$ cat config.mk
export PLATFORM = sky130hd
export DESIGN_NAME = tempo_controller
export DESIGN_NICKNAME = d
export VERILOG_FILES = /design/src/rtl/tempo_controller.sv
export SDC_FILE = /design/constraint.sdc
export NUM_CORES = 1
export LEC_CHECK = 0
export ABC_AREA = 1
export CORE_ASPECT_RATIO = 1.75
export CORE_UTILIZATION = 50
export DETAILED_ROUTE_END_ITERATION = 6
export GPL_TIMING_DRIVEN = 0
export PLACE_DENSITY = 0.65
export SETUP_SLACK_MARGIN = 0.2
export SLEW_MARGIN = 20
export SYNTH_ARGS = -nofsm -noshare
export SYNTH_HDL_FRONTEND = slang
export SYNTH_SLANG_ARGS = --single-unit
$ cat constraint.sdc
create_clock -name clock -period 11.02 [get_ports clock]
set_clock_uncertainty 0.15 [all_clocks]
set_input_delay 2.204 -clock clock [delete_from_list [all_inputs] [get_ports clock]]
set_output_delay 2.204 -clock clock [all_outputs]
set_load 0.01 [all_outputs]
$ cat src/rtl/tempo_controller.sv
// Tempo front end for the metronome: synchronises and debounces the tempo controls, tracks bpm,
// and recomputes the beat period and BCD digits with a sequential divider and a double-dabble converter.
module tempo_controller #(
  parameter int unsigned CLK_HZ          = 50_000_000,
  parameter int unsigned DEBOUNCE_CYCLES = 500_000,
  parameter int unsigned BPM_MIN         = 40,
  parameter int unsigned BPM_MAX         = 240,
  parameter int unsigned BPM_DEFAULT     = 120,
  parameter int unsigned BPM_STEP        = 1
) (
  input  logic        clock,
  input  logic        reset,
  input  logic [17:0] in,
  input  logic        tapup,
  input  logic        tapdown,
  output logic [7:0]  bpm,
  output logic [3:0]  hex100,
  output logic [3:0]  hex10,
  output logic [3:0]  hex0,
  output logic [31:0] period,
  output logic        period_valid,
  output logic        period_update
);

  localparam int unsigned DB_W       = $clog2(DEBOUNCE_CYCLES + 1);
  localparam logic [DB_W-1:0] DB_LAST = DB_W'(DEBOUNCE_CYCLES - 1);
  localparam logic [63:0] DIVIDEND_W = 64'(CLK_HZ) * 64'd60;
  localparam logic [31:0] DIVIDEND   = DIVIDEND_W[31:0];
  localparam logic [31:0] PERIOD_RST = 32'(DIVIDEND_W / 64'(BPM_DEFAULT));
  localparam logic [3:0]  RST_H      = 4'((BPM_DEFAULT / 100) % 10);
  localparam logic [3:0]  RST_T      = 4'((BPM_DEFAULT / 10) % 10);
  localparam logic [3:0]  RST_U      = 4'(BPM_DEFAULT % 10);

  typedef enum logic [1:0] {S_IDLE, S_DIV, S_BCD, S_COMMIT} state_t;

  state_t state, state_next;

  logic [1:0]  key_m, key_s;
  logic [17:0] in_m, in_s;
  logic [1:0]  db_level;
  logic [DB_W-1:0] db_cnt [2];
  logic [1:0]  press;

  logic        code_valid, prev_valid, preset_load;
  logic [4:0]  code_idx, prev_idx;
  logic [8:0]  preset_raw;
  logic [7:0]  preset_bpm;
  logic [7:0]  bpm_next;
  logic        bpm_changed;

  logic [7:0]  divisor, rem, rem_n;
  logic [31:0] dividend, quo;
  logic [8:0]  trial;
  logic        q_bit;
  logic [4:0]  it_cnt;
  logic [19:0] bcd_sr, bcd_adj, bcd_step;

  // Two-flop synchronisers; keys idle high, presets idle low so reset never looks like a preset change
  always_ff @(posedge clock) begin
    if (reset) begin
      key_m <= 2'b11;
      key_s <= 2'b11;
      in_m  <= '0;
      in_s  <= '0;
    end else begin
      key_m <= {tapdown, tapup};
      key_s <= key_m;
      in_m  <= in;
      in_s  <= in_m;
    end
  end

  // Per-key debouncer: level flips after DEBOUNCE_CYCLES consecutive differing samples
  always_ff @(posedge clock) begin
    if (reset) begin
      db_level <= 2'b11;
      for (int k = 0; k < 2; k++) db_cnt[k] <= '0;
    end else begin
      for (int k = 0; k < 2; k++) begin
        if (key_s[k] == db_level[k]) begin
          db_cnt[k] <= '0;
        end else if (db_cnt[k] == DB_LAST) begin
          db_cnt[k]   <= '0;
          db_level[k] <= key_s[k];
        end else begin
          db_cnt[k] <= db_cnt[k] + DB_W'(1);
        end
      end
    end
  end

  // Press pulse coincides with the debounced 1->0 flip; index 0 is up, 1 is down
  always_comb begin
    press = '0;
    for (int k = 0; k < 2; k++)
      press[k] = db_level[k] & ~key_s[k] & (db_cnt[k] == DB_LAST);
  end

  always_comb begin
    code_valid = 1'b0;
    code_idx   = '0;
    for (int i = 17; i >= 0; i--) begin
      if (in_s[i]) begin
        code_valid = 1'b1;
        code_idx   = 5'(i);
      end
    end
  end

  always_ff @(posedge clock) begin
    if (reset) begin
      prev_valid <= 1'b0;
      prev_idx   <= '0;
    end else begin
      prev_valid <= code_valid;
      prev_idx   <= code_idx;
    end
  end

  always_comb begin
    preset_load = code_valid & (~prev_valid | (prev_idx != code_idx));
    preset_raw  = 9'd60 + 9'(code_idx) * 9'd10;
    if (preset_raw > 9'(BPM_MAX))      preset_bpm = 8'(BPM_MAX);
    else if (preset_raw < 9'(BPM_MIN)) preset_bpm = 8'(BPM_MIN);
    else                               preset_bpm = preset_raw[7:0];
  end

  // Tempo update: preset beats keys, simultaneous up/down cancels
  always_comb begin
    bpm_next = bpm;
    if (preset_load) begin
      bpm_next = preset_bpm;
    end else if (press[0] && !press[1]) begin
      if ({1'b0, bpm} + 9'(BPM_STEP) > 9'(BPM_MAX)) bpm_next = 8'(BPM_MAX);
      else                                          bpm_next = bpm + 8'(BPM_STEP);
    end else if (press[1] && !press[0]) begin
      if ({1'b0, bpm} < 9'(BPM_MIN) + 9'(BPM_STEP)) bpm_next = 8'(BPM_MIN);
      else                                          bpm_next = bpm - 8'(BPM_STEP);
    end
  end

  always_ff @(posedge clock) begin
    if (reset) state <= S_IDLE;
    else       state <= state_next;
  end

  // A pending bpm change restarts the pipeline from any state
  always_comb begin
    state_next = state;
    if (bpm_changed) begin
      state_next = S_DIV;
    end else begin
      case (state)
        S_IDLE:   state_next = S_IDLE;
        S_DIV:    if (it_cnt == 5'd31) state_next = S_BCD;
        S_BCD:    if (it_cnt == 5'd7)  state_next = S_COMMIT;
        S_COMMIT: state_next = S_IDLE;
        default:  state_next = S_IDLE;
      endcase
    end
  end

  // One restoring-division step; remainder always stays below the 8-bit divisor
  always_comb begin
    trial = {rem, dividend[31]};
    q_bit = (trial >= {1'b0, divisor});
    rem_n = q_bit ? 8'(trial - {1'b0, divisor}) : trial[7:0];
  end

  // One double-dabble step over three BCD digits above the 8-bit binary field
  always_comb begin
    bcd_adj = bcd_sr;
    for (int d = 0; d < 3; d++) begin
      if (bcd_adj[8 + 4*d +: 4] >= 4'd5)
        bcd_adj[8 + 4*d +: 4] = bcd_adj[8 + 4*d +: 4] + 4'd3;
    end
    bcd_step = {bcd_adj[18:0], 1'b0};
  end

  always_ff @(posedge clock) begin
    if (reset) begin
      bpm           <= 8'(BPM_DEFAULT);
      bpm_changed   <= 1'b0;
      divisor       <= 8'(BPM_DEFAULT);
      rem           <= '0;
      quo           <= '0;
      dividend      <= '0;
      it_cnt        <= '0;
      bcd_sr        <= '0;
      period        <= PERIOD_RST;
      hex100        <= RST_H;
      hex10         <= RST_T;
      hex0          <= RST_U;
      period_valid  <= 1'b1;
      period_update <= 1'b0;
    end else begin
      bpm           <= bpm_next;
      bpm_changed   <= (bpm_next != bpm);
      period_update <= 1'b0;
      if (bpm_changed) begin
        divisor      <= bpm;
        rem          <= '0;
        quo          <= '0;
        dividend     <= DIVIDEND;
        it_cnt       <= '0;
        period_valid <= 1'b0;
      end else begin
        case (state)
          S_DIV: begin
            rem      <= rem_n;
            quo      <= {quo[30:0], q_bit};
            dividend <= {dividend[30:0], 1'b0};
            it_cnt   <= it_cnt + 5'd1;
            if (it_cnt == 5'd31) bcd_sr <= {12'd0, divisor};
          end
          S_BCD: begin
            bcd_sr <= bcd_step;
            it_cnt <= it_cnt + 5'd1;
          end
          S_COMMIT: begin
            period        <= quo;
            hex100        <= bcd_sr[19:16];
            hex10         <= bcd_sr[15:12];
            hex0          <= bcd_sr[11:8];
            period_valid  <= 1'b1;
            period_update <= 1'b1;
          end
          default: ;
        endcase
      end
    end
  end

endmodule

==> impl_metrics.toml, run 1 <==
[setup_path]
end_kind = "flip-flop"
critical_path_class = "flip-flop to flip-flop"
cpPeakStageDelay_ns = 0.41
cp.arrival_ns = 4.64
critical_path.slowest_cell = "fa_1"
path_max_fanout = 5
worst_setup_path_start_kind = "flip-flop"
most_frequent_cell_on_the_critical_path = "nand2_1"
worst_ep_required_time_ns = 11.25

[cells_and_area]
insertedDiodeCount = 0
finalNetCount = 1635
final_layout_size_suffix_gt1_share_pct = 5.266
finish.cell_count_without_fillers = 1887
final_util_pct = 60.55
num-fill-cells = 2046
areaGrowthSynthToFinish_pct = 18.03

[detailed_routing]
postRouteWirelength_um = 27080
route.antenna.remaining_nets = 0
post-route-drc-count = 1
drtPass1Iterations = 7
vias = 9634
final_routed_wire_length_divided_by_cell_count_um = 14.35
detailedRoute.firstIterationViolations = 404
viasPerCell = 5.105

[outcome]
outcome = "finished, violations left"
failed_checks = "design-rule violations"

[sta]
slew_violations = 0
setup_viol = 0
setup-tns-final_ns = 0
final.period_utilization_pct = 40.07
slew_headroom_pct = 49.85
timing.hold.ws_ns = 0.2452
period_minus_slack_ns = 4.416
timing_hold_violations_final = 0
max_clock_freq_mhz = 226.4
max_slew.worst_pin.slew_ns = 0.7522
grt_setup_unrepaired = "false"

[die]
dieArea_mm2 = 0.02277
fp-row-count = 71
dieHeight_um = 198.9
core_area_mm2 = 0.02159
die_width_um = 114.5
design.portCount = 76
floorplan.initialDensity_pct = 51.30

[clocking]
cts-resized-gates = 0
cts_inserted_buffers = 22
clkTransAtPathRegs_ns = 0.07
clock_latency_ns = 0.51
cts_tree = "yes"
clock_tree.htree_level_count = 1
post_cts_buffers = 0
post_cts_hold_buffer_count = 0
clock_path_buffers = 3
cts_root_buffer = "clkbuf_16"
numClockSinks = 239

[flow_run]
cap_viol_max_count = 0

[power]
p_leak_nw = 5.504
vdd_drop_max_mv = 0.1406
power_density_mw_per_mm2 = 173.1
p_total_mw = 2.263

[global_routing]
grt_overflow = 0
grt_usage_pct = 24.30
maximum_number_of_pins_on_one_net_before_global_route_repair = 17
grt_pass1_vias = 9224
first_pass_grt_wire_length_um = 43860
grt_antenna_before_repair = 0

[min_path]
min-delay-path-class = "flip-flop to flip-flop"

[logic_synthesis]
synth.yosys.warnings = 0
most_frequent_cells_after_synthesis = "239 x nand2_1, 204 x inv_1, 201 x dfxtp_1"
netlist_instances = 1443
synth_sequential_area_ratio_pct = 46.64
synth.distinct_cells = 54
synthesis.area_per_instance_um2 = 7.675
mappedNetlistArea_mm2 = 0.01107
postSynth.asyncResetShare_pct = 0
synth_edf_count = 38
synthTopCellsByArea = "dfxtp_1 36%, edfxtp_1 10%, nand2_1 8.1%, inv_1 6.9%, nor2_1 5.9%"
ys_seq_elements = 239
most_frequent_cell_after_synthesis = "nand2_1"
yosys.area.top_type_share_pct = 36.33
dominantRegCellSynth = "dfxtp_1"
synth_top_area_cell = "dfxtp_1"

[placement]
dp.cells = 1847
hpwl_um = 20740
numPortBuffers = 75
gp_congestion = 0.9088
worst max-delay path: cells and delay by family (launching register included):
family / cells / cell delay [ns]
XOR/XNOR: 2 / 0.51
adder cells (fa/ha/maj): 3 / 0.82
buffers and inverters: 3 / 0.22
flip-flops: 1 / 0.33
AND/OR/NAND/NOR: 31 / 2.29
cell usage in the layout (no fill, tap or decap), drive strengths merged, types with 11 or more instances in the layout:
cell type | netlist | routed
ha | 32 | 32
clkbuf | 54 | 86
dfxtp | 201 | 201
conb | 1 | 38
nor3 | 40 | 40
o21ai | 102 | 102
nand4 | 25 | 25
nor4 | 13 | 13
xor2 | 22 | 22
nand3 | 70 | 70
edfxtp | 38 | 38
a31oi | 11 | 11
inv | 212 | 214
nand2 | 246 | 246
nor2 | 182 | 182
clkdlybuf4s50 | 0 | 75
a21oi | 126 | 126
metal layers:
metal / vias up / global-route usage (%) / part of all wire (%)
met5: - / 0 / 0
met4: 0 / 10.49 / 3.6
met3: 60 / 3.016 / 3.4
met2: 175 / 46.96 / 53
met1: 4452 / 25.89 / 40
li1: 4947 / - / -
power breakdown:
group	total [mW]	switching, mW	internal [mW]
clock	0.782	0.338	0.445
sequential	0.991	0.0411	0.950
combinational	0.490	0.318	0.172
cells by family after synthesis:
group / share of synthesized area (%)
buffers and inverters: 9.310
XOR/XNOR: 2.282
AND/OR/NAND/NOR: 23.82
adder cells (fa/ha/maj): 3.977
flip-flops: 46.64
other: 0.03386
AO/OA/AOI/OAI: 13.94
state kept, by name (all words and copies together), names as in the netlist, 4 cells and up:
signal / count
dividend: 23
bpm: 8
in_m: 18
divisor: 8
db_cnt: 38
prev_idx: 5
hex10: 4
bcd_sr: 20
it_cnt: 5
in_s: 18
rem: 8
period: 32
quo: 32
hex100: 4
hex0: 4
path summary, 6_finish.rpt:
| check | from | endpoint | slack (ns) | cells after the start |
|---|---|---|---|---|
| max | in_s[16] | bpm_changed | 6.60 | 39 |
| min | in_m[2] | in_s[2] | 0.25 | 2 |
| max reg2reg | in_s[16] | bpm_changed | 6.60 | 39 |
| min reg2reg | in_m[2] | in_s[2] | 0.25 | 2 |
metrics by stage:
| stage | instance area, um^2 | setup slack, ns |
|---|---|---|
| floorplan | 11210 | 7.182 |
| global placement | 12330 | 6.434 |
| detailed placement | 12330 | 6.412 |
| CTS | 13070 | 6.589 |
| global route | 13070 | 6.089 |
| finish | 13070 | 6.604 |
layout make-up:
class	count	area [um^2]	area share, %
plain buffers	58	231.5	1.771
flip-flops and latches	239	5165	39.51
well taps	292	365.4	2.795
multi-input cells	970	5017	38.38
clock inverters	8	81.33	0.6222
clock buffers	32	660.6	5.054
inverters	213	799.5	6.117
repair buffers	75	750.7	5.743
(Power assumes the default switching activity.)
==> run 2, diff against run 1 <==
--- a/config.mk
+++ b/config.mk
@@ -10,7 +10,7 @@
 export CORE_UTILIZATION = 50
 export DETAILED_ROUTE_END_ITERATION = 6
 export GPL_TIMING_DRIVEN = 0
-export PLACE_DENSITY = 0.65
+export PLACE_DENSITY = 0.68
 export SETUP_SLACK_MARGIN = 0.2
 export SLEW_MARGIN = 20
 export SYNTH_ARGS = -nofsm -noshare
==> constraint.sdc (replaced) <==
create_clock -name clock -period 3.5 [get_ports clock]
set_clock_uncertainty 0.15 [all_clocks]
set_input_delay 0.7 -clock clock [delete_from_list [all_inputs] [get_ports clock]]
set_output_delay 0.7 -clock clock [all_outputs]
set_load 0.01 [all_outputs]
==> run 2 against run 1 <==
- the run ends with negative setup slack left
- first-iteration DRC count down 17%
- sequential share of layout area down 0.96 points
- register-to-register slack lost 7.2 ns
- final area rose by 2.5%
- non-clock buffer count increased by 14
- combinational power grew to 3.5 times the previous value
- sequential power rose to 3.1 times the previous value
- maximum frequency is 8.8% higher
- critical path type unchanged
==> impl_metrics.toml, run 2 (synthesized netlist as in run 1, its figures left out) <==
[setup_path]
cp.arrival_ns = 4.29
end_kind = "flip-flop"
worst_setup_path_start_kind = "flip-flop"
worst_ep_required_time_ns = 3.73
path_max_fanout = 5
critical_path_class = "flip-flop to flip-flop"

[clocking]
post_cts_hold_buffer_count = 0
cts_root_buffer = "clkbuf_16"
clkTransAtPathRegs_ns = 0.07
clock_latency_ns = 0.52
cts_tree = "yes"
cts_inserted_buffers = 23
numClockSinks = 239
clock_tree.htree_level_count = 1
clock_path_buffers = 3

[global_routing]
maximum_number_of_pins_on_one_net_before_global_route_repair = 17
grt_pass1_vias = 9556
grt_usage_pct = 24.66
grt_overflow = 0
grt_antenna_before_repair = 1
first_pass_grt_wire_length_um = 44970

[cells_and_area]
reg.largest.list = "db_cnt (38), period (32), quo (32)"
commonest_non_fill_non_tap_cell_in_the_layout = "nand2_1"
max_flop_register = "db_cnt"
layout.cells.most_common_list = "231 x nand2_1, 200 x inv_1, 200 x dfxtp_1"
final_layout_size_suffix_gt1_share_pct = 7.945
largest_register_ff_count = 38
finalNetCount = 1650
areaGrowthSynthToFinish_pct = 21.01
finish.cell_count_without_fillers = 1904

[power]
p_total_mw = 7.469
share_of_power_burned_in_combinational_logic_pct = 22.9
p_int_mw = 5.213
switchingPower_mw = 2.256
seq_power_share_pct = 41.8
vdd_drop_max_mv = 0.4866
clock_power_share_pct = 35.3
p_leak_nw = 5.623
swShare_pct = 30.21
power_density_mw_per_mm2 = 557.3

[outcome]
failed_checks = "negative setup slack"
outcome = "finished, violations left"

[detailed_routing]
post-route-drc-count = 0
final_routed_wire_length_divided_by_cell_count_um = 14.39
detailedRoute.firstIterationViolations = 336
viasPerCell = 5.109
drtPass1Iterations = 5
postRouteWirelength_um = 27410
vias = 9727
route.antenna.remaining_nets = 0

[sta]
setup_viol = 7
timing_hold_violations_final = 0
slew_violations = 0
period_minus_slack_ns = 4.059
grt_setup_unrepaired = "true"
slew_headroom_pct = 49.26
max_slew.worst_pin.slew_ns = 0.7612
final_critical_path_setup_slack_ns = -0.5589
max_clock_freq_mhz = 246.4
final.period_utilization_pct = 116.0

[die]
core_area_mm2 = 0.02159
design.portCount = 76
dieHeight_um = 198.9
dieArea_mm2 = 0.02277
floorplan.initialDensity_pct = 51.30
fp-row-count = 71
die_width_um = 114.5

[placement]
dp.cells = 1847
numPortBuffers = 75
gp_congestion = 0.8998
hpwl_um = 20400

[flow_run]
cap_viol_max_count = 0

[min_path]
min-delay-path-class = "flip-flop to flip-flop"
==> run 2: cell count changes in the layout (fill, tap and decap cells not counted), moves of 3 or more <==
cell,change
nand2_1,-8
nand3_1,-3
bufinv_16,+3
buf_6,+4
inv_1,-4
nor2_1,-4
buf_4,+10
nand2_2,+6
nor2_2,+3
==> run 2: final timing paths <==
path	start	cells after the start	to	slack, ns
min	in_m[16]	2	in_s[16]	0.24
min reg2reg	in_m[16]	2	in_s[16]	0.24
max	in_s[14]	27	bpm_changed	-0.56
max reg2reg	in_s[14]	27	bpm_changed	-0.56
==> run 2: power by group through the flow <==
stage | combinational, mW | clock, mW | sequential, mW
2_1_floorplan | 1.08 | 0 | 3.16
3_3_place_gp | 1.53 | 0 | 3.18
3_5_place_dp | 1.55 | 0 | 3.18
4_1_cts | 1.64 | 2.67 | 3.12
5_1_grt | 1.90 | 2.78 | 3.15
6_report | 1.71 | 2.63 | 3.12
==> run 2: metrics by stage <==
step           setup TNS, ns  cell area (um^2)  setup WS, ns  hold slack (ns)  utilization (%)
2_1_floorplan        -0.1500             11260       -0.1500           0.2309                -
3_3_place_gp          -1.422             12380       -0.6232           0.2348            57.33
3_5_place_dp          -1.708             12380       -0.6552           0.2403            57.33
4_1_cts              -0.7583             13310       -0.5070           0.2456            61.68
5_1_grt               -4.123             13400       -0.9730           0.2539            62.08
6_report              -1.183             13400       -0.5589           0.2426            62.08
==> run 2: layer usage <==
metal	track usage [%]	share of wire [%]	vias up
met4	12.03	3.9	0
met3	2.712	3.0	68
met2	47.12	54	172
met1	26.40	39	4514
li1	-	-	4973
met5	0	0	-
==> run 2: critical path, cell delays in order, from the launching register on <==
cell	delay, ns
dfxtp_1	0.31
o21ai_0	0.20
nand3_1	0.11
nand3_1	0.09
nand3_1	0.06
nand2_1	0.06
nand3_1	0.09
nand2_2	0.11
inv_1	0.07
ha_1	0.33
ha_4	0.18
fa_2	0.36
xor2_2	0.17
buf_4	0.14
o21ai_0	0.09
nand2_2	0.12
xor2_4	0.21
nor2_1	0.17
nand2_2	0.13
buf_4	0.16
nand3_2	0.06
nand2_1	0.07
nand3_1	0.08
nand2_1	0.07
nor2_1	0.11
nand2_1	0.05
nor2_1	0.11
nor2_1	0.05
==> run 2: final cells by class <==
| type | instances | area, um^2 |
|---|---|---|
| clock buffers | 32 | 640.6 |
| well taps | 292 | 365.4 |
| flip-flops and latches | 239 | 5166 |
| plain buffers | 58 | 231.5 |
| clock inverters | 10 | 157.7 |
| inverters | 213 | 804.5 |
| repair buffers | 89 | 870.8 |
| fillers | 1973 | 8185 |
| diodes | 1 | 2.502 |
| multi-input cells | 970 | 5162 |
==> run 2: timing repair <==
| item | CTS | global route |
|---|---|---|
| pin swaps | 11 | 8 |
| endpoints found under the setup margin | 8 | 13 |
| endpoints found under the hold margin | 0 | 0 |
| buffers inserted | 12 | 2 |
| resized for setup | 14 | 18 |
==> run 3, diff against run 2 <==
--- a/config.mk
+++ b/config.mk
@@ -7,10 +7,11 @@
 export LEC_CHECK = 0
 export ABC_AREA = 1
 export CORE_ASPECT_RATIO = 1.75
-export CORE_UTILIZATION = 50
+export CORE_UTILIZATION = 40
 export DETAILED_ROUTE_END_ITERATION = 6
 export GPL_TIMING_DRIVEN = 0
-export PLACE_DENSITY = 0.68
+export HOLD_SLACK_MARGIN = 0.05
+export PLACE_DENSITY = 0.56
 export SETUP_SLACK_MARGIN = 0.2
 export SLEW_MARGIN = 20
 export SYNTH_ARGS = -nofsm -noshare
==> run 3 against run 2 <==
- the flow still finishes with violations (negative setup slack)
- die area increased by 25%
- utilization shrank 12 points
- critical path type unchanged
- sequential power barely moved
- wire length increased by 1.7%
- maximum frequency increased by 2.7%
- flip-flop and latch count did not move
- global-route usage shrank 4.7 points
- critical path depth up 11
- non-clock buffer count is 7 higher
- combinational power rose by 4%
- worst hold slack worse by 0.0040 ns
- clock power is 3% higher
- largest power group unchanged
==> impl_metrics.toml, run 3 (synthesized netlist as in run 1, its figures left out) <==
[clocking]
numClockSinks = 239
post_cts_hold_buffer_count = 0
clkTransAtPathRegs_ns = 0.06
clock_latency_ns = 0.55
cts_inserted_buffers = 25
clock_tree.htree_level_count = 1
cts_tree = "yes"
clock_path_buffers = 3
cts_root_buffer = "clkbuf_16"

[power]
p_int_mw = 5.258
p_leak_nw = 5.678
clock_power_share_pct = 35.6
switchingPower_mw = 2.327
power_density_mw_per_mm2 = 557.6
p_total_mw = 7.585
swShare_pct = 30.68
share_of_power_burned_in_combinational_logic_pct = 23.3
vdd_drop_max_mv = 0.4457
seq_power_share_pct = 41.2

[cells_and_area]
largest_register_ff_count = 38
layout.area.seq_mm2 = 0.005166
final_util_pct = 49.96
layout.cells.most_common_list = "233 x nand2_1, 201 x inv_1, 200 x dfxtp_1"
reg.largest.list = "db_cnt (38), period (32), quo (32)"
multi_input_area_mm2 = 0.005181
final_layout_size_suffix_gt1_share_pct = 8.323
max_flop_register = "db_cnt"
final_instance_area_mm2 = 0.01360
insertedDiodeCount = 0
areaGrowthSynthToFinish_pct = 22.82
finalNetCount = 1659
commonest_non_fill_non_tap_cell_in_the_layout = "nand2_1"
num-fill-cells = 2775

[setup_path]
worst_r2r_endpoint = "bpm_changed"
most_frequent_cell_on_the_critical_path = "nand2_1"
worst_setup_path_start_kind = "flip-flop"
critical_path_class = "flip-flop to flip-flop"
critical_path.slowest_cell = "fa_2"
path_max_fanout = 5
worst-path-buf-inv = 3
setup.reg_to_reg.worst_slack_ns = -0.45
end_kind = "flip-flop"
worst_ep_required_time_ns = 3.76
cpPeakStageDelay_ns = 0.36
cpLargestDelayFamily = "simple AND/OR/NAND/NOR gates"
cp.arrival_ns = 4.21
rr_startpoint = "in_s[16]"
timing.reg2reg.worst_path_depth = 38

[placement]
gp_congestion = 0.8590
hpwl_um = 21100
placed_cell_area_mm2 = 0.01247
numPortBuffers = 75

[global_routing]
first_pass_grt_wire_length_um = 45520
grt_usage_pct = 19.99
grt_overflow = 0
grt_antenna_before_repair = 0
grt_pass1_vias = 9320
maximum_number_of_pins_on_one_net_before_global_route_repair = 14

[die]
fp-row-count = 80
die_width_um = 127.8
core_area_mm2 = 0.02723
dieArea_mm2 = 0.02838
dieHeight_um = 222.1
design.portCount = 76
floorplan.initialDensity_pct = 40.68

[detailed_routing]
post-route-drc-count = 0
drtPass1Iterations = 5
viasPerCell = 4.802
final_routed_wire_length_divided_by_cell_count_um = 14.00
postRouteWirelength_um = 27880
topRoutingLayerUsed = "met4"
route.antenna.remaining_nets = 0
met3_length_um = 812
vias = 9561
detailroute.wirelength.met2_um = 15340
detailedRoute.firstIterationViolations = 420
route.layer.met1.wl_um = 10810

[sta]
setup_viol = 7
timing.hold.ws_ns = 0.2386
max_slew.worst_pin.slew_ns = 0.6727
max_clock_freq_mhz = 253.0
grt_setup_unrepaired = "true"
final_critical_path_setup_slack_ns = -0.4523
final.period_utilization_pct = 112.9
timing_hold_violations_final = 0
period_minus_slack_ns = 3.952
slew_headroom_pct = 55.15
slew_violations = 0

[outcome]
failed_checks = "negative setup slack"
outcome = "finished, violations left"

[min_path]
timing.hold.worst_path_depth = 2
min-delay-path-class = "flip-flop to flip-flop"
whs_endpoint = "in_s[16]"
worstHoldStart = "in_m[16]"

[flow_run]
cap_viol_max_count = 0
run 3: what timing repair did:
| action | CTS | global route |
|---|---|---|
| pin swaps | 17 | 12 |
| endpoints found under the setup margin | 8 | 12 |
| resized for setup | 24 | 11 |
| setup buffers | 18 | 3 |
| hold endpoints to repair | 0 | 0 |
run 3: final cells by class:
cell class                      count  area share, %
Clock buffer                       39          5.354
Clock inverter                      7         0.7359
Tap cell                          369          3.394
Timing Repair Buffer               96          6.844
Sequential cell                   239          37.98
Inverter                          213          5.896
Multi-Input combinational cell    970          38.09
Buffer                             58          1.702
run 3: worst reg2reg max path, delay by kind of cell (launching register included):
| kind | cells | cell delay, ns |
|---|---|---|
| XOR/XNOR | 2 | 0.39 |
| adder cells (fa/ha/maj) | 3 | 0.66 |
| AO/OA/AOI/OAI | 1 | 0.10 |
| AND/OR/NAND/NOR | 29 | 1.92 |
| buffers and inverters | 3 | 0.24 |
| flip-flops | 1 | 0.33 |
run 3: metrics by stage:
step	TNS [ns]	setup slack [ns]	instances
floorplan	-0.1500	-0.1500	1480
global placement	-2.718	-0.7668	1924
detailed placement	-2.626	-0.7503	1924
CTS	-1.440	-0.5167	1988
global route	-4.048	-0.8922	1991
finish	-1.259	-0.4523	1991
run 3: routing by layer:
metal / vias up / track usage (%)
met5: - / 0
met4: 0 / 8.159
met3: 49 / 2.244
met2: 136 / 39.03
met1: 4386 / 21.12
li1: 4990 / -
run 3: how the worst max path moves through the flow:
stage,start,end,slack (ns),depth (start not counted)
after global routing,in_s[16],bpm_changed,-0.89,39
after detailed placement,in_s[14],bpm_changed,-0.75,28
after CTS,in_s[16],bpm_changed,-0.52,39
after floorplan,in_s[16],bpm_changed,-0.15,39
final,in_s[16],bpm_changed,-0.45,38
after global placement,in_s[14],bpm_changed,-0.77,28
run 3: power groups by stage:
stage                     logic, mW  registers [mW]  clock network [mW]
after global placement         1.56            3.18                   0
after global routing           1.98            3.14                2.87
after detailed placement       1.57            3.18                   0
final                          1.77            3.12                2.70
after CTS                      1.73            3.12                2.77
after floorplan                1.08            3.16                   0
